<file path="src/rtl/demux_serializer_if.sv">
// Word-in / serial-out bundle between an upstream word source and demux_serializer.
interface demux_serializer_if #(
  parameter int WIDTH = 8
);
  logic             in_valid;
  logic             in_ready;
  logic [WIDTH-1:0] in_data;
  logic [1:0]       in_dest;
  logic [1:0]       sel;
  logic             d;
  logic             frame;
  logic             done;

  modport master (
    output in_valid, in_data, in_dest,
    input  in_ready, sel, d, frame, done
  );

  modport slave (
    input  in_valid, in_data, in_dest,
    output in_ready, sel, d, frame, done
  );
endinterface

</file>
<file path="src/rtl/demux_serializer.sv">
// Serialises accepted words LSB-first onto the 1:4 demux data bit, holding the
// destination on sel for the whole frame and forcing d low between frames.
module demux_serializer #(
  parameter int WIDTH = 8,
  parameter int GAP   = 1
) (
  input  logic           clk,
  input  logic           rst,
  demux_serializer_if.slave bus
);
  localparam int CW = $clog2(WIDTH);
  localparam logic [CW-1:0] LAST     = CW'(WIDTH - 1);
  localparam logic [CW-1:0] PENULT   = CW'(WIDTH - 2);
  localparam logic [3:0]    GAP_LAST = 4'((GAP > 0) ? GAP - 1 : 0);

  typedef enum logic [1:0] {
    ST_IDLE,
    ST_SHIFT,
    ST_GAP
  } state_t;

  state_t           state;
  logic [WIDTH-1:0] shreg;
  logic [CW-1:0]    bitcnt;
  logic [3:0]       gapcnt;

  // bit 0 of shreg is already on d by the time it would be read
  logic unused_lsb;
  assign unused_lsb = shreg[0];

  assign bus.in_ready = (state == ST_IDLE) && !rst;

  always_ff @(posedge clk) begin
    if (rst) begin
      state     <= ST_IDLE;
      shreg     <= '0;
      bitcnt    <= '0;
      gapcnt    <= '0;
      bus.sel   <= '0;
      bus.d     <= 1'b0;
      bus.frame <= 1'b0;
      bus.done  <= 1'b0;
    end else begin
      unique case (state)
        ST_IDLE: begin
          if (bus.in_valid) begin
            shreg     <= bus.in_data;
            bus.sel   <= bus.in_dest;
            bitcnt    <= '0;
            bus.frame <= 1'b1;
            bus.d     <= bus.in_data[0];
            state     <= ST_SHIFT;
          end
        end
        ST_SHIFT: begin
          if (bitcnt == LAST) begin
            bus.frame <= 1'b0;
            bus.d     <= 1'b0;
            bus.done  <= 1'b0;
            gapcnt    <= '0;
            state     <= (GAP > 0) ? ST_GAP : ST_IDLE;
          end else begin
            // done is registered, so it is raised on the edge that loads the last bit
            shreg    <= shreg >> 1;
            bus.d    <= shreg[1];
            bitcnt   <= bitcnt + 1'b1;
            bus.done <= (bitcnt == PENULT);
          end
        end
        ST_GAP: begin
          if (gapcnt == GAP_LAST) begin
            gapcnt <= '0;
            state  <= ST_IDLE;
          end else begin
            gapcnt <= gapcnt + 1'b1;
          end
        end
        default: state <= ST_IDLE;
      endcase
    end
  end
endmodule

</file>
<file path="src/flat_wrapper.sv">
// flat-port wrapper written by rule: the top's interface ports become plain ports
module demux_serializer_flat 
#(
  parameter int WIDTH = 8,
  parameter int GAP   = 1
)
  (clk, rst, bus_in_valid, bus_in_data, bus_in_dest, bus_in_ready, bus_sel, bus_d, bus_frame, bus_done);
  demux_serializer_if #(.WIDTH(WIDTH)) bus_i ();
  input  logic clk;
  input  logic rst;
  input wire logic [$bits(bus_i.in_valid)-1:0] bus_in_valid;
  input wire logic [$bits(bus_i.in_data)-1:0] bus_in_data;
  input wire logic [$bits(bus_i.in_dest)-1:0] bus_in_dest;
  output wire logic [$bits(bus_i.in_ready)-1:0] bus_in_ready;
  output wire logic [$bits(bus_i.sel)-1:0] bus_sel;
  output wire logic [$bits(bus_i.d)-1:0] bus_d;
  output wire logic [$bits(bus_i.frame)-1:0] bus_frame;
  output wire logic [$bits(bus_i.done)-1:0] bus_done;
  assign bus_i.in_valid = bus_in_valid;
  assign bus_i.in_data = bus_in_data;
  assign bus_i.in_dest = bus_in_dest;
  assign bus_in_ready = bus_i.in_ready;
  assign bus_sel = bus_i.sel;
  assign bus_d = bus_i.d;
  assign bus_frame = bus_i.frame;
  assign bus_done = bus_i.done;
  demux_serializer #(.WIDTH(WIDTH), .GAP(GAP)) u_core (.clk(clk), .rst(rst), .bus(bus_i));
endmodule
</file>
<file path="config.mk">
export PLATFORM = sky130hd
export DESIGN_NAME = demux_serializer_flat
export DESIGN_NICKNAME = d
export VERILOG_FILES = /design/src/rtl/demux_serializer_if.sv /design/src/rtl/demux_serializer.sv /design/src/flat_wrapper.sv
export SDC_FILE = /design/constraint.sdc
export NUM_CORES = 1
export LEC_CHECK = 0
export CAP_MARGIN = 5
export CORE_MARGIN = 2
export CORE_UTILIZATION = 24
export CTS_CLUSTER_SIZE = 28
export DETAILED_ROUTE_END_ITERATION = 16
export HOLD_SLACK_MARGIN = 0.15
export SYNTH_ARGS = -nofsm -noshare
export SYNTH_HDL_FRONTEND = slang
export SYNTH_SLANG_ARGS = --single-unit
</file>
<file path="constraint.sdc">
create_clock -name clk -period 2.6 [get_ports clk]
set_input_delay 0.26 -clock clk [delete_from_list [all_inputs] [get_ports clk]]
set_output_delay 0.26 -clock clk [all_outputs]
set_load 0.02 [all_outputs]
</file>
# Word level (Yosys, flattened, before mapping)
# Cells that the tools add are included.
# classes
addsub,2
mul,0
div_mod_pow,0
order_cmp,0
n_eq_ne,8
shift,0
muxes,20
bitwise,0
reduce_logical,12
# ops
cell,n
8-bit two-way mux,2
8-bit one-hot mux with 2 select lines,1
3-bit AND reduction,3
4-bit two-way mux,2
4-bit one-hot mux with 2 select lines,1
3-bit equality test (second input constant),2
2-bit two-way mux,3
3-bit two-way mux,2
2-bit one-hot mux with 3 select lines,1
3-bit one-hot mux with 2 select lines,1
2-bit AND reduction,3
1-bit two-way mux,5
4-bit by 1-bit adder with 4-bit output (second input constant),1
4-bit logical NOT,1
2-bit by 1-bit != test with 1-bit output (second input constant),2
2-bit != test (second input constant),2
1-bit one-hot mux with 2 select lines,2
2-bit nonzero test,2
3-bit by 1-bit adder with 3-bit output (second input constant),1
2-bit by 1-bit equality test with 1-bit output (second input constant),1
2-bit equality test (second input constant),1
2-bit logical NOT,1
1-bit logical AND,1
1-bit logical NOT,1
# word_totals
regBits,22
latchBits,0
ramBits,0
mem_bits_ro,0
inputBits,13
out_inout_bits,6
word_cells,50
mem_count,0

# Logic depth before layout (Yosys ltp)
# depth
word_depth,3
mapped_depth,5

# Worst setup path after synthesis
# No wires, ideal clock.
# synth_path
path_type,register -> register
startpoint,register u_core.bitcnt[0]
endpoint,register u_core.shreg[1]
t_arrival_ps,1340
setup_slack_ps,1200
path_stages_with_launch,6
path_buffers,0
cell_sequence,dfxtp_1 ha_1 ha_1 and2_1 nor2_2 o221a_1
# synth_via
elab_chain_len,3
# synth_lines
item,line,text
from (decl),demux_serializer.sv:24,logic [CW-1:0] bitcnt;
from (signal assigned),demux_serializer.sv:66,bitcnt <= bitcnt + 1'b1;
3-bit equality test,demux_serializer.sv:56,if (bitcnt == LAST) begin
2-bit != test (no line),n/a,
3-bit AND reduction (no line),n/a,
to (signal assigned),demux_serializer.sv:47,shreg <= bus.in_data;
to (signal assigned),demux_serializer.sv:64,shreg <= shreg >> 1;
to (decl),demux_serializer.sv:23,logic [WIDTH-1:0] shreg;
# No other way between the ends.
# A chain may end at the register's enable or synchronous reset.

# Worst setup path after layout
# layout_path
startpoint,register u_core.state[1]
endpoint,output bus_in_ready
# layout_via
elab_chain_len,2
# layout_lines
item,line,text
from (decl),demux_serializer.sv:22,state_t state;
from (signal assigned),demux_serializer.sv:61,state <= (GAP > 0) ? ST_GAP : ST_IDLE;
2-bit logical NOT,demux_serializer.sv:31,assign bus.in_ready = (state == ST_IDLE) && !rst;
1-bit logical AND,demux_serializer.sv:31,
to (decl),flat_wrapper.sv:14,output wire logic [$bits(bus_i.in_ready)-1:0] bus_in_ready;
# No other way between the ends.

==> run metrics <==
status=finished, final reports clean; synthesized flop and latch total=21; Post-synth EDFFs=0; Hold Fails Final Rpt=0; syn_area_per_cell=9.216 µm²; Syn Inst Count=roughly 110; Adder-Cell Fraction of Synth Area=7.273%; NumNets Final=between 100 and 150; Rel. slew slack=roughly 65%; max cap viols=0; count leader, synth=dfxtp_1; DR WL/cell=13.29 µm; RSZ-0062 raised after global routing=no; total die area=between 4000 and 5000 µm²; crit path max fanout=14; asr flop ratio synth=0%; P_int=0.4972 mW; Hold WS=approximately 490 ps; hpwl dp=between 1.5 and 2 mm; final core occ=31.85%; CP Capture Point=bus_in_ready; number of hold buffers added after CTS=0; starting density of the core=roughly a quarter; Worst setup SP type=flip-flop; # IOs=19; kind of critical path=reg2out; worst r2r src=u_core.bitcnt[1]$_SDFFE_PP0P_; # setup viols final=0; Hold WC Path Type=reg2reg; FF-to-FF path depth=5; mux share of post-synthesis cell area=between 2 and 3%; fraction of layout cells with a size suffix above 1=around 6.2%; via count=between 800 and 900; VDD IR max=0.0002522 V; detail-routed via count per cell=roughly 5; RD Place Congestion=between 0.7 and 0.8; drt initial violations=13; flop2flop setup slack=970 ps; TritonRoute pass-1 iters=4; Clk Tree Root Cell=clkbuf_8; share of total power in sequential cells=approximately 53%; CP Data Required Time=around 2300 ps; highest clock rate=around 550 MHz; vias in the first global route=between 900 and 1000; Inst Count DP=~180; reported leakage power=roughly 0.48 nW; hold_sp=u_core.bitcnt[1]$_SDFFE_PP0P_; syn nets=~130; Worst path max stage delay=roughly 630 ps; fillers=420; CTS buffer count=3; clock share of power=between 30% and 40%; final wirelength=2.379 mm; Antenna Nets Post-Route=0; # clock sinks=21; crit path time final=around 1800 ps; critical path depth=2; top cells by area, synth=dfxtp_1 (41%), ha_1 (7.3%), o221a_1 (6.5%), inv_1 (4.7%), a31oi_1 (4.2%); Seq/Total Area, Yosys=around two fifths; Die W=~70 µm; GRT Util Overall=between 10% and 20%; synth unique cells=36; CTS tree=done; Yosys top cell area share=roughly two fifths; Compound-Gate Fraction of Synth Area=a little under a quarter; XOR/XNOR Fraction of Synth Area=0%; initial antenna violation count=0; simple-gate share of the synthesized area=between 10% and 20%; CP Data Arrival Time=1560 ps; Cell Count, Final, Fillers Out=roughly 180; fin worst setup slack=777.9 ps; Max stage delay cell, worst path=clkdlybuf4s50_1; Setup Buffers After CTS=0; sum of negative setup slack=0 ps; Least-Margin Pin Slew=519.2 ps; switching fraction of total power=roughly a quarter; synthesis-to-finish area growth=25.21%; Clock Latency Late Sink=approximately 260 ps; delay-heaviest family, CP=buffers and inverters; GRT overflow=0; largest family of logic cells by synthesized area=compound AO/OA/AOI/OAI gates; cts repair resizes=0; Setup crit end kind=primary output; Primary FF master, synth=dfxtp_1; top cell type by total area after synthesis=dfxtp_1; pwr dens=slightly above 500 nW/µm²; synthesis warning total=0; WP buf/inv=1; Post-Syn Area=1032 µm²; first-pass GRT wire length=~4.2 mm; FF-to-FF End=u_core.shreg[3]$_SDFFE_PP0P_; combinational fraction of design power=14.2%; top cells by count, synth=dfxtp_1 (21), inv_1 (13), a31oi_1 (7); row count=23; DR DRC count=0; Net Sw Power=~0.16 mW; Slew Limit Fails=0; Reg clk slew, reported paths=approximately 70 ps; period utilisation layout=about 70%; crit path cell chain=nor3_1 -> clkdlybuf4s50_1; number of port buffers=18; pre-CTS setup slack=848.6 ps; final clock skew=approximately 1.9 ps; largest net degree at the start of global routing=21; worst setup path startpoint=u_core.state[1]$_SDFFE_PP0P_; Die Span Y=approximately 70 µm; H-Tree Depth=1; core area=about 4100 µm²; Ant. Diodes=0; Max clock buf depth=2
[cell usage in the layout (no fill, tap or decap), types with 2 or more instances in the layout]
master,Yosys,final
dfxtp_1,21,21
clkdlybuf4s50_1,0,18
inv_1,13,13
a31oi_1,7,7
o221a_1,6,6
a21oi_1,6,6
ha_1,6,6
o21ai_0,5,5
nand2_1,4,4
nor3_1,3,3
nor2b_1,3,3
nand4b_1,3,3
nand4_1,3,3
mux2i_1,3,3
nor2_1,3,3
clkbuf_8,0,3
nand3b_1,2,2
[kinds of logic after synthesis]
logic type | after synthesis
AO/OA/AOI/OAI | 34
AND/OR/NAND/NOR | 28
flip-flops | 21
buffers and inverters | 20
adder cells (fa/ha/maj) | 6
multiplexers | 3
[how the worst min path moves through the flow]
stage / to / slack (ps) / cells past startpoint
CTS: u_core.bitcnt[1]$_SDFFE_PP0P_ / 500 / 2
finish: u_core.bitcnt[1]$_SDFFE_PP0P_ / 490 / 2
detailed placement: u_core.bitcnt[1]$_SDFFE_PP0P_ / 490 / 2
global placement: u_core.bus.done$_SDFFE_PP0P_ / 470 / 2
floorplan: u_core.bus.sel[0]$_SDFFE_PP0P_ / 400 / 2
global route: u_core.bus.done$_SDFFE_PP0P_ / 530 / 2
[power by group through the flow]
stage | Combinational (mW) | Sequential, mW | Clock, mW
after floorplan | 0.0524 | 0.360 | 0
after global placement | 0.0914 | 0.358 | 0
after detailed placement | 0.0940 | 0.359 | 0
after CTS | 0.0946 | 0.352 | 0.222
after global routing | 0.104 | 0.355 | 0.239
final | 0.0941 | 0.352 | 0.214
[worst reg2reg max path, stage by stage, from the launching register on]
cell and delay, ps:
dfxtp_1 330, ha_1 210, ha_1 250, and2_1 230, nor2_2 310, o221a_1 250
[routing by layer]
| metal | wire length [µm] | up-vias | track usage, % |
|---|---|---|---|
| met4 | 7 | 0 | 2.179 |
| met2 | 1030 | 19 | 16.35 |
| met5 | 0 | - | 0 |
| li1 | - | 442 | - |
| met3 | 104 | 2 | 3.488 |
| met1 | 1236 | 417 | 14.58 |
[state kept, by name (all words and copies together) (netlist names)]
| register | count |
|---|---|
| u_core.bitcnt | 3 |
| u_core.state | 2 |
| u_core.bus.d | 1 |
| u_core.shreg | 7 |
| u_core.gapcnt | 4 |
| u_core.bus.frame | 1 |
| u_core.bus.sel | 2 |
| u_core.bus.done | 1 |
[through the flow]
step	power, mW	area (µm²)
2_1_floorplan	0.4120	1032
3_3_place_gp	0.4498	1247
3_5_place_dp	0.4527	1247
4_1_cts	0.6686	1292
5_1_grt	0.6982	1292
6_report	0.6602	1292
[area by class of cell]
cell class / count / area, µm² / area share [%]
Timing Repair Buffer: 19 / 187.7 / 14.52
Multi-Input combinational cell: 71 / 524.3 / 40.56
Tap cell: 50 / 62.56 / 4.840
Inverter: 14 / 52.55 / 4.066
Sequential cell: 21 / 420.4 / 32.53
Clock buffer: 4 / 45.04 / 3.485
Power figures use the tool's default switching activity.
